<file path="config.mk">
export PLATFORM = sky130hd
export DESIGN_NAME = input_debouncer
export DESIGN_NICKNAME = d
export VERILOG_FILES = /design/src/rtl/input_debouncer_pkg.sv /design/src/rtl/input_debouncer_channel.sv /design/src/rtl/input_debouncer.sv
export SDC_FILE = /design/constraint.sdc
export NUM_CORES = 1
export LEC_CHECK = 0
export CAP_MARGIN = 20
export CORE_ASPECT_RATIO = 0.8
export CORE_MARGIN = 1.5
export CORE_UTILIZATION = 59
export CTS_BUF_LIST = sky130_fd_sc_hd__clkbuf_8 sky130_fd_sc_hd__clkbuf_16
export DETAILED_ROUTE_END_ITERATION = 10
export PLACE_DENSITY = 0.78
export SYNTH_ARGS = -nofsm -noshare
export SYNTH_HDL_FRONTEND = slang
export SYNTH_SLANG_ARGS = --single-unit
</file>
<file path="constraint.sdc">
create_clock -name clk -period 1.6 [get_ports clk]
set_input_delay 0.32 -clock clk [delete_from_list [all_inputs] [get_ports clk]]
set_output_delay 0.32 -clock clk [all_outputs]
set_load 0.03 [all_outputs]
</file>
<file path="src/rtl/input_debouncer_pkg.sv">
// -----------------------------------------------------------------------------
// input_debouncer_pkg
// Shared definitions for the two-channel input debouncer:
//   - db_state_e   : per-channel debounce FSM state encoding
//   - DEFAULT_*    : default synchroniser depth, stability count and counter width
//   - db_is_high() : debounced output level implied by an FSM state
// -----------------------------------------------------------------------------
package input_debouncer_pkg;

    // The encoding is fixed so that bit 1 is the debounced level:
    // STABLE_HI and WAIT_LO report 1, STABLE_LO and WAIT_HI report 0.
    typedef enum logic [1:0] {
        DB_STABLE_LO = 2'b00,
        DB_WAIT_HI   = 2'b01,
        DB_STABLE_HI = 2'b11,
        DB_WAIT_LO   = 2'b10
    } db_state_e;

    localparam int DEFAULT_SYNC_STAGES = 2;
    localparam int DEFAULT_STABLE_CNT  = 50000;   // ~1 ms at 50 MHz
    localparam int DEFAULT_CNT_W       = 16;

    function automatic logic db_is_high(input db_state_e st);
        return (st == DB_STABLE_HI) || (st == DB_WAIT_LO);
    endfunction

endpackage : input_debouncer_pkg

</file>
<file path="src/rtl/input_debouncer_channel.sv">
// -----------------------------------------------------------------------------
// input_debouncer_channel
// One debounce channel: synchroniser chain, stability counter, debounce FSM
// and registered edge pulses.
//
// Ports:
//   clk    in   system clock, rising edge
//   rst    in   asynchronous active-high reset
//   raw    in   raw switch level, asynchronous to clk
//   level  out  debounced level (registered)
//   rise   out  one-cycle pulse on the first cycle of a new high level
//   fall   out  one-cycle pulse on the first cycle of a new low level
//
// A level change is accepted only after STABLE_CNT consecutive identical
// synchronised samples; any disagreeing sample restarts the window.
// -----------------------------------------------------------------------------
module input_debouncer_channel
    import input_debouncer_pkg::*;
#(
    parameter int SYNC_STAGES = DEFAULT_SYNC_STAGES,
    parameter int STABLE_CNT  = DEFAULT_STABLE_CNT,
    parameter int CNT_W       = DEFAULT_CNT_W
) (
    input  logic clk,
    input  logic rst,
    input  logic raw,
    output logic level,
    output logic rise,
    output logic fall
);

    // Elaboration-time parameter sanity checks.
    if (SYNC_STAGES < 2) begin : g_bad_sync
        $error("input_debouncer_channel: SYNC_STAGES must be >= 2");
    end
    if (STABLE_CNT < 2) begin : g_bad_cnt
        $error("input_debouncer_channel: STABLE_CNT must be >= 2");
    end
    if ((2.0 ** CNT_W) <= STABLE_CNT) begin : g_bad_width
        $error("input_debouncer_channel: CNT_W too narrow for STABLE_CNT");
    end

    // Terminal count: the sample that completes the stability window.
    localparam logic [CNT_W-1:0] CNT_LAST = CNT_W'(STABLE_CNT - 1);
    localparam logic [CNT_W-1:0] CNT_ONE  = CNT_W'(1);

    // ------------------------------------------------------------------
    // Synchroniser chain: stage 0 captures raw, the last stage feeds the FSM.
    // ------------------------------------------------------------------
    logic [SYNC_STAGES-1:0] sync_q;
    logic [SYNC_STAGES-1:0] sync_d;
    logic                   s;

    assign sync_d[0] = raw;

    for (genvar gi = 1; gi < SYNC_STAGES; gi++) begin : g_sync
        assign sync_d[gi] = sync_q[gi-1];
    end

    assign s = sync_q[SYNC_STAGES-1];

    // ------------------------------------------------------------------
    // Debounce FSM, counter and output registers.
    // ------------------------------------------------------------------
    db_state_e         state_q, state_d;
    logic [CNT_W-1:0]  cnt_q,   cnt_d;
    logic              level_q, level_d;
    logic              rise_q,  rise_d;
    logic              fall_q,  fall_d;

    always_comb begin
        state_d = state_q;
        cnt_d   = cnt_q;
        rise_d  = 1'b0;
        fall_d  = 1'b0;

        unique case (state_q)
            DB_STABLE_LO: begin
                if (s) begin
                    // The first high sample already counts toward the window.
                    state_d = DB_WAIT_HI;
                    cnt_d   = CNT_ONE;
                end else begin
                    cnt_d   = '0;
                end
            end

            DB_WAIT_HI: begin
                if (!s) begin
                    state_d = DB_STABLE_LO;
                    cnt_d   = '0;
                end else if (cnt_q == CNT_LAST) begin
                    state_d = DB_STABLE_HI;
                    cnt_d   = '0;
                    rise_d  = 1'b1;
                end else begin
                    cnt_d   = cnt_q + CNT_ONE;
                end
            end

            DB_STABLE_HI: begin
                if (!s) begin
                    state_d = DB_WAIT_LO;
                    cnt_d   = CNT_ONE;
                end else begin
                    cnt_d   = '0;
                end
            end

            DB_WAIT_LO: begin
                if (s) begin
                    state_d = DB_STABLE_HI;
                    cnt_d   = '0;
                end else if (cnt_q == CNT_LAST) begin
                    state_d = DB_STABLE_LO;
                    cnt_d   = '0;
                    fall_d  = 1'b1;
                end else begin
                    cnt_d   = cnt_q + CNT_ONE;
                end
            end

            default: begin
                state_d = DB_STABLE_LO;
                cnt_d   = '0;
            end
        endcase

        // Level is registered alongside the state so it changes in the same
        // cycle as the rise/fall pulse.
        level_d = db_is_high(state_d);
    end

    always_ff @(posedge clk or posedge rst) begin
        if (rst) begin
            sync_q  <= '0;
            state_q <= DB_STABLE_LO;
            cnt_q   <= '0;
            level_q <= 1'b0;
            rise_q  <= 1'b0;
            fall_q  <= 1'b0;
        end else begin
            sync_q  <= sync_d;
            state_q <= state_d;
            cnt_q   <= cnt_d;
            level_q <= level_d;
            rise_q  <= rise_d;
            fall_q  <= fall_d;
        end
    end

    assign level = level_q;
    assign rise  = rise_q;
    assign fall  = fall_q;

endmodule : input_debouncer_channel

</file>
<file path="src/rtl/input_debouncer.sv">
// -----------------------------------------------------------------------------
// input_debouncer
// Two independent debounce channels conditioning raw switch levels A_raw and
// B_raw into clean, clk-synchronous levels for the downstream two-input gates,
// plus one-cycle rise/fall pulses per channel.
//
// Ports:
//   clk     in   system clock, rising edge
//   rst     in   asynchronous active-high reset
//   A_raw   in   raw switch level, channel A (asynchronous)
//   B_raw   in   raw switch level, channel B (asynchronous)
//   A, B    out  debounced levels
//   A_rise  out  1-cycle pulse when A goes 0->1
//   A_fall  out  1-cycle pulse when A goes 1->0
//   B_rise  out  1-cycle pulse when B goes 0->1
//   B_fall  out  1-cycle pulse when B goes 1->0
//
// Latency from the first edge that samples a new raw level to the output
// change is SYNC_STAGES + STABLE_CNT edges.
// -----------------------------------------------------------------------------
module input_debouncer
    import input_debouncer_pkg::*;
#(
    parameter int SYNC_STAGES = DEFAULT_SYNC_STAGES,
    parameter int STABLE_CNT  = DEFAULT_STABLE_CNT,
    parameter int CNT_W       = DEFAULT_CNT_W
) (
    input  logic clk,
    input  logic rst,
    input  logic A_raw,
    input  logic B_raw,
    output logic A,
    output logic B,
    output logic A_rise,
    output logic A_fall,
    output logic B_rise,
    output logic B_fall
);

    input_debouncer_channel #(
        .SYNC_STAGES (SYNC_STAGES),
        .STABLE_CNT  (STABLE_CNT),
        .CNT_W       (CNT_W)
    ) u_chan_a (
        .clk   (clk),
        .rst   (rst),
        .raw   (A_raw),
        .level (A),
        .rise  (A_rise),
        .fall  (A_fall)
    );

    input_debouncer_channel #(
        .SYNC_STAGES (SYNC_STAGES),
        .STABLE_CNT  (STABLE_CNT),
        .CNT_W       (CNT_W)
    ) u_chan_b (
        .clk   (clk),
        .rst   (rst),
        .raw   (B_raw),
        .level (B),
        .rise  (B_rise),
        .fall  (B_fall)
    );

endmodule : input_debouncer
</file>
==> metrics.txt <==
count of pins over their slew limit=0; routed wire length=4490 um; # IOs=10; clock-pin slew on the worst setup and hold paths=90 ps; outcome=completed; CTS tree=done; multi-input logic area=973 sq um; post-synth cell types=35; Power per Cell Area=772 mW/mm^2; CTS root buf=clkbuf_8; final net count=241; routed length per placed instance=16.2 um; Final period util=95.0%; Vias=1584; CP Capture Type=flop; Detail Placement HPWL=3120 um; DIE AREA=0.00396 sq mm; Final Hold Slack=364 ps; setup violators final=0; share of cells above drive strength 1=20.8%; Max Freq=0.658 GHz; H-tree Lvls=2; Worst-Margin Slew=367 ps; Worst-Skew Late Latency=310 ps; Gate Count Post-Synth=197; via/cell ratio=5.70; Core Area=0.00342 sq mm; all-layer global routing usage=25.1%; syn nets=203; Max transition margin=75.3%; min-delay worst type=reg -> reg; CP required=1810 ps; LEAKAGE=1.16 nW; fin area=0.00258 sq mm; first-pass GRT wire length=7580 um; Avg Synthesized Cell Area=10.8 sq um; post-layout minimum cycle time=1520 ps; clock net sink count=46; height of the die=56.6 um; Ant. Diodes=0; DP Area=0.00242 sq mm; Power, Total=1.99 mW; MaxCap Viol Count=0; gp weighted congestion=0.966; Final TNS setup=0 ps; number of routed nets with antenna violations=0; fillers=236; Yosys Warn Count=0; final hold vios=0; most frequent cells in the layout=dfrtp_1 (46), nor2_1 (30), buf_4 (26); row count=19; Worst IR Drop VDD=792 uV; sequential element share of the synthesized area=54.3%; DR iter-0 viols=122; Data arrival, critical path=1730 ps; initial core utilization=61.9%; P&R area growth vs syn=21.7%; antenna violations before repair=0; WS Path Type=reg -> reg; Worst Path Max Fanout=4; TritonRoute pass-1 iters=4; grt ovf=0; CTS Hold Buffers Added=0; critical path launch point type=flop; Inserted Clock Buffers=5; # DRC=0; input/output buffers=9; Clock Skew=8.82 ps; synthesized cell area=0.00212 sq mm; Place WS=-37.3 ps; clock buffer depth=2; pin count of the biggest net entering global routing=47; Seq. cell area=0.00115 sq mm; commonest non-fill, non-tap cell in the layout=dfrtp_1; #FFs+latches synth=46; post-route setup slack=79.8 ps; die width=70.0 um; vias in the first global route=1661
==> critical path, stage by stage, from the launching register on <==
cell	delay [ps]
dfrtp_1	370
ha_2	220
nand4_1	190
buf_4	200
nor3_1	220
xnor2_1	160
nor2_1	50
==> sequential cells by signal (all words and copies together), names as in the netlist <==
name and cells:
u_chan_b.fall 1, u_chan_b.cnt_q 16, u_chan_a.sync_q 2, u_chan_a.level 1, u_chan_a.state_q 2, u_chan_b.sync_q 2
u_chan_a.fall 1, u_chan_b.state_q 2, u_chan_a.cnt_q 16, u_chan_b.rise 1, u_chan_b.level 1, u_chan_a.rise 1
==> area by class of cell <==
class                           count  area share (%)
Clock buffer                        5            2.67
Multi-Input combinational cell    142            37.7
Sequential cell                    46            44.6
Timing Repair Buffer               36            11.5
Clock inverter                      3           0.824
Tap cell                           42            2.04
Inverter                            4           0.582
==> per-stage QoR <==
| step | util (%) | cells |
|---|---|---|
| floorplan | - | 197 |
| global placement | 70.6 | 267 |
| detailed placement | 70.6 | 267 |
| CTS | 73.6 | 275 |
| global route | 75.4 | 278 |
| finish | 75.4 | 278 |
==> cells by family after synthesis <==
logic type	share of synthesized area [%]
adder cells (fa/ha/maj)	1.18
AND/OR/NAND/NOR	25.9
XOR/XNOR	12.0
AO/OA/AOI/OAI	4.13
flip-flops	54.3
buffers and inverters	2.48
==> final timing paths <==
kind | start | depth (start not counted) | end | slack (ps)
max | u_chan_b.cnt_q[1] | 6 | u_chan_b.cnt_q[10] | 80
min | u_chan_b.sync_q[0] | 0 | u_chan_b.sync_q[1] | 360
max reg2reg | u_chan_b.cnt_q[1] | 6 | u_chan_b.cnt_q[10] | 80
min reg2reg | u_chan_b.sync_q[0] | 0 | u_chan_b.sync_q[1] | 360
max in group asynchronous | rst | 3 | u_chan_a.cnt_q[10] | 1020
min in group asynchronous | rst | 3 | u_chan_a.cnt_q[14] | 370
==> Yosys cell counts, drive strengths merged <==
| cell | count | area share, % |
|---|---|---|
| o211ai | 4 | 1.4 |
| buf | 3 | 1.4 |
| or3b | 1 | 0.41 |
| nand3b | 2 | 0.71 |
| nor4bb | 1 | 0.47 |
| or3 | 1 | 0.30 |
| and3 | 5 | 1.5 |
| or2b | 1 | 0.35 |
| and4 | 5 | 2.1 |
| nor3 | 5 | 1.2 |
| nand3 | 10 | 3.0 |
| xnor2 | 13 | 5.4 |
| and3b | 1 | 0.41 |
| dfrtp | 46 | 54 |
| nor4 | 4 | 1.2 |
| a21oi | 4 | 1.1 |
| o21ai | 4 | 0.94 |
| nor4b | 3 | 1.2 |
| inv | 4 | 0.71 |
| ha | 2 | 1.2 |
| and2 | 1 | 0.30 |
| a21boi | 1 | 0.35 |
| nand2 | 13 | 2.5 |
| nand2b | 3 | 0.89 |
| clkbuf | 2 | 0.35 |
| and4bb | 1 | 0.59 |
| nand4 | 10 | 3.5 |
| nor2 | 30 | 5.3 |
| xor2 | 16 | 6.6 |
| o22ai | 1 | 0.30 |
==> per-layer routing <==
metal	global-route usage [%]	share of wire, %
met3	7.00	4.2
met5	0	0
met2	41.0	49
met1	32.7	45
met4	8.52	1.6
==> repair_timing <==
| item | in CTS | in global routing |
|---|---|---|
| gates resized for setup | 9 | 9 |
| endpoints found under the setup margin | 22 | 17 |
| pin swaps | 0 | 1 |
| buffers inserted | 0 | 3 |
==> power by group <==
group / switching, mW / leakage [nW] / internal (mW)
sequential: 0.0153 / 0.624 / 1.18
clock: 0.403 / 0.0441 / 0.307
combinational: 0.0530 / 0.487 / 0.0370
Note: power is estimated with default switching activity, not from simulation.
==> patch 1: new RTL, same settings <==
Register the inputs `A_raw` and `B_raw` before use. The logic sees them one clock later.
--- a/src/rtl/input_debouncer.sv
+++ b/src/rtl/input_debouncer.sv
@@ -37,6 +37,14 @@
     output logic B_fall
 );
 
+    logic A_raw_q;
+    logic B_raw_q;
+
+    always_ff @(posedge clk) begin
+        A_raw_q <= A_raw;
+        B_raw_q <= B_raw;
+    end
+
     input_debouncer_channel #(
         .SYNC_STAGES (SYNC_STAGES),
         .STABLE_CNT  (STABLE_CNT),
@@ -44,7 +52,7 @@
     ) u_chan_a (
         .clk   (clk),
         .rst   (rst),
-        .raw   (A_raw),
+        .raw   (A_raw_q),
         .level (A),
         .rise  (A_rise),
         .fall  (A_fall)
@@ -57,7 +65,7 @@
     ) u_chan_b (
         .clk   (clk),
         .rst   (rst),
-        .raw   (B_raw),
+        .raw   (B_raw_q),
         .level (B),
         .rise  (B_rise),
         .fall  (B_fall)
Behaviour: same outputs for any inputs over 10 cycles, from zero or initial values and one cycle with rst high; that may be too few to reach the edited logic, so the function may still have changed.
==> patch 1 against the unedited design <==
Sequential cell count increased by 2. Hold slack got worse by 0.027 ns. Synthesized cell count is 1.0% higher. Sequential share of layout area rose by 1.1 points. Total power is 12% higher. Sequential power is 4% higher. Clock power rose by 27%. Fmax increased by 0.72%. Wire length is 7.3% lower. Global-route usage is 2.7 points lower. Synthesized area up 1.9%. Design area rose by 0.92%. Setup slack gained 0.011 ns. Largest power group unchanged.
==> patch 1: results (changes against the unedited design) <==
status = completed
overall routing resource usage = 22.3% (-2.7 points)
Clock Latency Late Sink = 0.30 ns
first-pass GRT wire length = 6.91 mm (-8.8%)
biggest regs = u_chan_a.cnt_q x16, u_chan_b.cnt_q x16
synth top area cells = dfrtp_1 (53%), xor2_1 (6.5%), xnor2_1 (5.3%)
Finished Layout Cells = 277 (-0.36%)
crit-path max FO = 6 (+2)
clock tree root buffer cell = clkbuf_8
switching share of power = 20.6% (-3.1 points)
nets = 240 (-0.41%)
number of antenna violations at the first check in global routing = 0 (unchanged)
input/output buffers = 9 (unchanged)
total of max-cap violations = 0 (unchanged)
clock buffer depth = 2 (unchanged)
syn nets = 205 (+0.99%)
Inst Count DP = 268 (+0.37%)
Final Wtd Congestion = 0.829 (-14%)
# H-tree levels = 2 (unchanged)
sequential element share of the synthesized area = 55.2% (+0.85 points)
HP Class = reg -> reg
Async S/R FF share, synth = 95.8% (-4.2 points)
Synth cell types = 36 (+2.9%)
synth warn = 0 (unchanged)
peak supply drop = 745 uV (-5.8%)
initial DRC count = 129 (+5.7%)
Synth Flop Type = dfrtp_1
clk_skew = 0.00375 ns (-0.00506 ns)
vias in the first global route = 1535 (-7.6%)
clk slew on worst S/H paths = 0.09 ns (about the same)
Leak = 0.00117 uW (+1.5%)
Post-synth top cells = dfrtp_1 (46), nor2_1 (30), xor2_1 (16)
largest net degree at the start of global routing = 24 (-49%)
WL/cell = 15.0 um (-7.0%)
number of detailed-route iterations in the first pass = 4 (unchanged)
ratio of cells with drive above 1 in the final layout = 18.7% (-2.0 points)
# diodes = 0 (unchanged)
vias per std cell = 5.68 (-0.34%)
syn_area_per_cell = 10.9 um2 (+0.86%)
Detailed Place HPWL = 2.75 mm (-12%)
TritonCTS Buffers = 5 (unchanged)
Critical Path AT = 1.72 ns
Worst Max-Slew Pin Slew = 0.475 ns (+0.108 ns)
## patch 1: cell count changes after synthesis, sizes merged
cell / delta
dfxtp: +2
## patch 1: cell type report
type,count,area [um2]
inverters,4,15.0
fillers,238,867
clock inverters,2,38.8
repair buffers,33,263
multi-input cells,142,961
flip-flops and latches,48,1190
well taps,42,52.6
clock buffers,6,82.6
## patch 1: power by group through the flow
stage	combinational [uW]	clock, uW	sequential (uW)
2_1_floorplan	51.8	0	1260
3_3_place_gp	77.9	0	1270
3_5_place_dp	82.5	0	1270
4_1_cts	82.8	923	1240
5_1_grt	95.7	985	1250
6_report	85.2	904	1240
## patch 1: cell families (layout without fill, tap and decap cells)
kind of cell | after synthesis | in the layout | share of synthesized area, %
xor+xnor | 29 | 29 | 11.8
flops | 48 | 48 | 55.2
fa+ha+maj | 2 | 2 | 1.16
simple gates | 97 | 97 | 25.4
compound gates | 14 | 14 | 4.06
buf+inv | 9 | 45 | 2.43
## patch 1: metal layers
metal	vias up	wire, um	GRT usage [%]	share of wire, %
li1	763	-	-	-
met1	765	1910	31.2	46
met2	41	1980	33.8	48
met3	4	240	7.95	5.8
met4	0	31	5.93	0.74
met5	-	0	0	0
## patch 1: path summary, 6_finish.rpt
path / slack (ns) / depth (start not counted) / to / startpoint
worst max-delay path: 0.09 / 4 / u_chan_a.state_q[1] / u_chan_a.cnt_q[11]
worst min-delay path: 0.34 / 0 / u_chan_a.sync_q[0] / A_raw_q
worst max register to register: 0.09 / 4 / u_chan_a.state_q[1] / u_chan_a.cnt_q[11]
worst min register to register: 0.34 / 0 / u_chan_a.sync_q[0] / A_raw_q
max in group asynchronous: 0.98 / 3 / u_chan_b.cnt_q[10] / rst
min in group asynchronous: 0.39 / 3 / u_chan_a.fall / rst
## patch 1: metrics by stage
step / power [uW] / setup WS [ns] / instance area, um2 / hold WS, ns
floorplan: 1320 / 0.135 / 2160 / 0.316
global placement: 1340 / 0.135 / 2440 / 0.321
detailed placement: 1350 / 0.00120 / 2440 / 0.325
CTS: 2250 / 0.00534 / 2560 / 0.338
global route: 2330 / 0.0137 / 2600 / 0.337
finish: 2230 / 0.0906 / 2600 / 0.337
## patch 1: worst max-delay path, stage by stage (launching register included)
cell and delay [ns]:
dfrtp_1 0.43, nor4b_2 0.40, nand4_4 0.23, buf_4 0.20, o211ai_1 0.17
## patch 1: timing repair
action,in CTS,in global routing
setup buffers,0,1
pin swaps,1,0
endpoints found under the setup margin,8,20
gates resized for setup,7,7
==> patch 2: new RTL, same flow settings <==
Without the edit above. The package constant `DEFAULT_SYNC_STAGES` goes from 2 to 4.
--- a/src/rtl/input_debouncer_pkg.sv
+++ b/src/rtl/input_debouncer_pkg.sv
@@ -16,7 +16,7 @@
         DB_WAIT_LO   = 2'b10
     } db_state_e;
 
-    localparam int DEFAULT_SYNC_STAGES = 2;
+    localparam int DEFAULT_SYNC_STAGES = 4;
     localparam int DEFAULT_STABLE_CNT  = 50000;   // ~1 ms at 50 MHz
     localparam int DEFAULT_CNT_W       = 16;
 
Behaviour: same outputs for any inputs over 10 cycles, from zero or initial values and one cycle with rst high; that may be too few to reach the edited logic, so the function may still have changed.
==> patch 2 against the unedited design <==
Setup slack worse by 0.019 ns. Total power up 7.5%. Wire length down 4.2%. Core utilization up 0.59 points. Design area up 3.6%. Sequential cell count up 4. Synthesized area up 4.7%. Final cell count up 0.72%.
==> patch 2: results (changes against the unedited design) <==
ratio of cells with drive above 1 in the final layout = 19.7% (-1.0 points)
clk slew on worst S/H paths = 0.09 ns (about the same)
overall routing resource usage = 23.1% (-2.0 points)
post-CTS sizing = 8 (-1)
number of detailed-route iterations in the first pass = 6 (+2)
biggest regs = u_chan_a.cnt_q x16, u_chan_b.cnt_q x16
synth warn = 0 (unchanged)
initial DRC count = 182 (+49%)
peak supply drop = 740 uV (-6.5%)
nets = 243 (+0.83%)
Detailed Place HPWL = 2.88 mm (-7.8%)
Place WS = 0.0187 ns (+0.0560 ns)
sequential element share of the synthesized area = 56.4% (+2.1 points)
FILL cells = 236 (unchanged)
HP Class = in -> async
clock buffer depth = 2 (unchanged)
synth top area cells = dfrtp_1 (56%), xor2_1 (6.3%), xnor2_1 (5.1%)
clk_skew = 0.0131 ns (+0.00429 ns)
largest net degree at the start of global routing = 51 (+8.5%)
Async S/R FF share, synth = 100% (unchanged)
Clock Latency Late Sink = 0.30 ns
first-pass GRT wire length = 7.28 mm (-4.0%)
seq pwr = 1300 uW (+9%)
Logic pwr share = 4.1% (-0.4 points)
Worst Setup SP = u_chan_b.cnt_q[13]
reg-to-reg endpoint = u_chan_b.level
hold_ws = 0.361 ns (-0.00313 ns)
Post-DP Area = 2520 um2 (+4.5%)
Inst Count DP = 272 (+1.9%)
# H-tree levels = 2 (unchanged)
crit-path max FO = 6 (+2)
Worst slew margin = 77.9% (+2.5 points)
r2r setup slk = 0.06 ns (-0.02 ns)
# diodes = 0 (unchanged)
status = completed
Leak = 0.00120 uW (+4.0%)
worst reg2reg startpoint = u_chan_b.cnt_q[13]
Mapped Cells = 201 (+2.0%)
number of antenna violations at the first check in global routing = 0 (unchanged)
TritonCTS Buffers = 5 (unchanged)
Final Wtd Congestion = 0.852 (-12%)
syn nets = 207 (+2.0%)
WL/cell = 15.4 um (-4.8%)
Critical Path AT = 1.71 ns (-0.02 ns)
Synth cell types = 35 (unchanged)
input/output buffers = 9 (unchanged)
Total Routed Length = 4.30 mm (-4.2%)
Post-synth top cells = dfrtp_1 (50), nor2_1 (30), xor2_1 (16)
Internal Pwr Total = 1660 uW (+9.5%)
Setup Fix Bufs, Post-CTS = 0 (unchanged)
vias per std cell = 5.70 (about the same)
vias in the first global route = 1580 (-4.9%)
clock tree root buffer cell = clkbuf_8
Combinational Power = 86.8 uW (-3.6%)
reg2reg path depth = 5 (-1)
## patch 2: final cells by class
type / instances / area (um2) / share of cell area, %
timing repair buffer: 34 / 287 / 10.7
inverter: 4 / 15.0 / 0.562
clock inverter: 2 / 12.5 / 0.468
sequential: 50 / 1250 / 46.8
multi-input combinational: 142 / 972 / 36.4
clock buffer: 6 / 82.6 / 3.09
tap: 42 / 52.6 / 1.97
## patch 2: logic make-up (layout without fill, tap and decap cells)
logic type,after synthesis,count (layout),share of synthesized area (%)
adder cells (fa/ha/maj),2,2,1.13
AO/OA/AOI/OAI,14,14,3.95
XOR/XNOR,29,29,11.4
AND/OR/NAND/NOR,97,97,24.7
flip-flops,50,50,56.4
buffers and inverters,9,46,2.37
## patch 2: per-layer routing
layer | up-vias | wire, um | share of wire (%) | track usage (%)
met5 | - | 0 | 0 | 0
met4 | 0 | 75 | 1.7 | 9.97
met3 | 8 | 139 | 3.2 | 5.39
met2 | 25 | 2050 | 48 | 35.4
met1 | 793 | 2040 | 47 | 32.1
li1 | 770 | - | - | -
## patch 2: critical path, stage by stage (launching register included)
cell	delay (ns)
dfrtp_1	0.44
nor4bb_2	0.34
nand4_1	0.23
buf_4	0.21
nand2_1	0.08
o211ai_1	0.10
## patch 2: worst max-delay path by stage
| stage | to | slack, ns | depth (start not counted) |
|---|---|---|---|
| after floorplan | u_chan_a.cnt_q[0] | 0.08 | 1 |
| after global placement | u_chan_a.cnt_q[14] | 0.06 | 5 |
| after detailed placement | u_chan_a.cnt_q[7] | 0.02 | 5 |
| after CTS | u_chan_b.level | 0.04 | 5 |
| after global routing | u_chan_b.state_q[1] | -0.04 | 5 |
| final | u_chan_b.level | 0.06 | 5 |
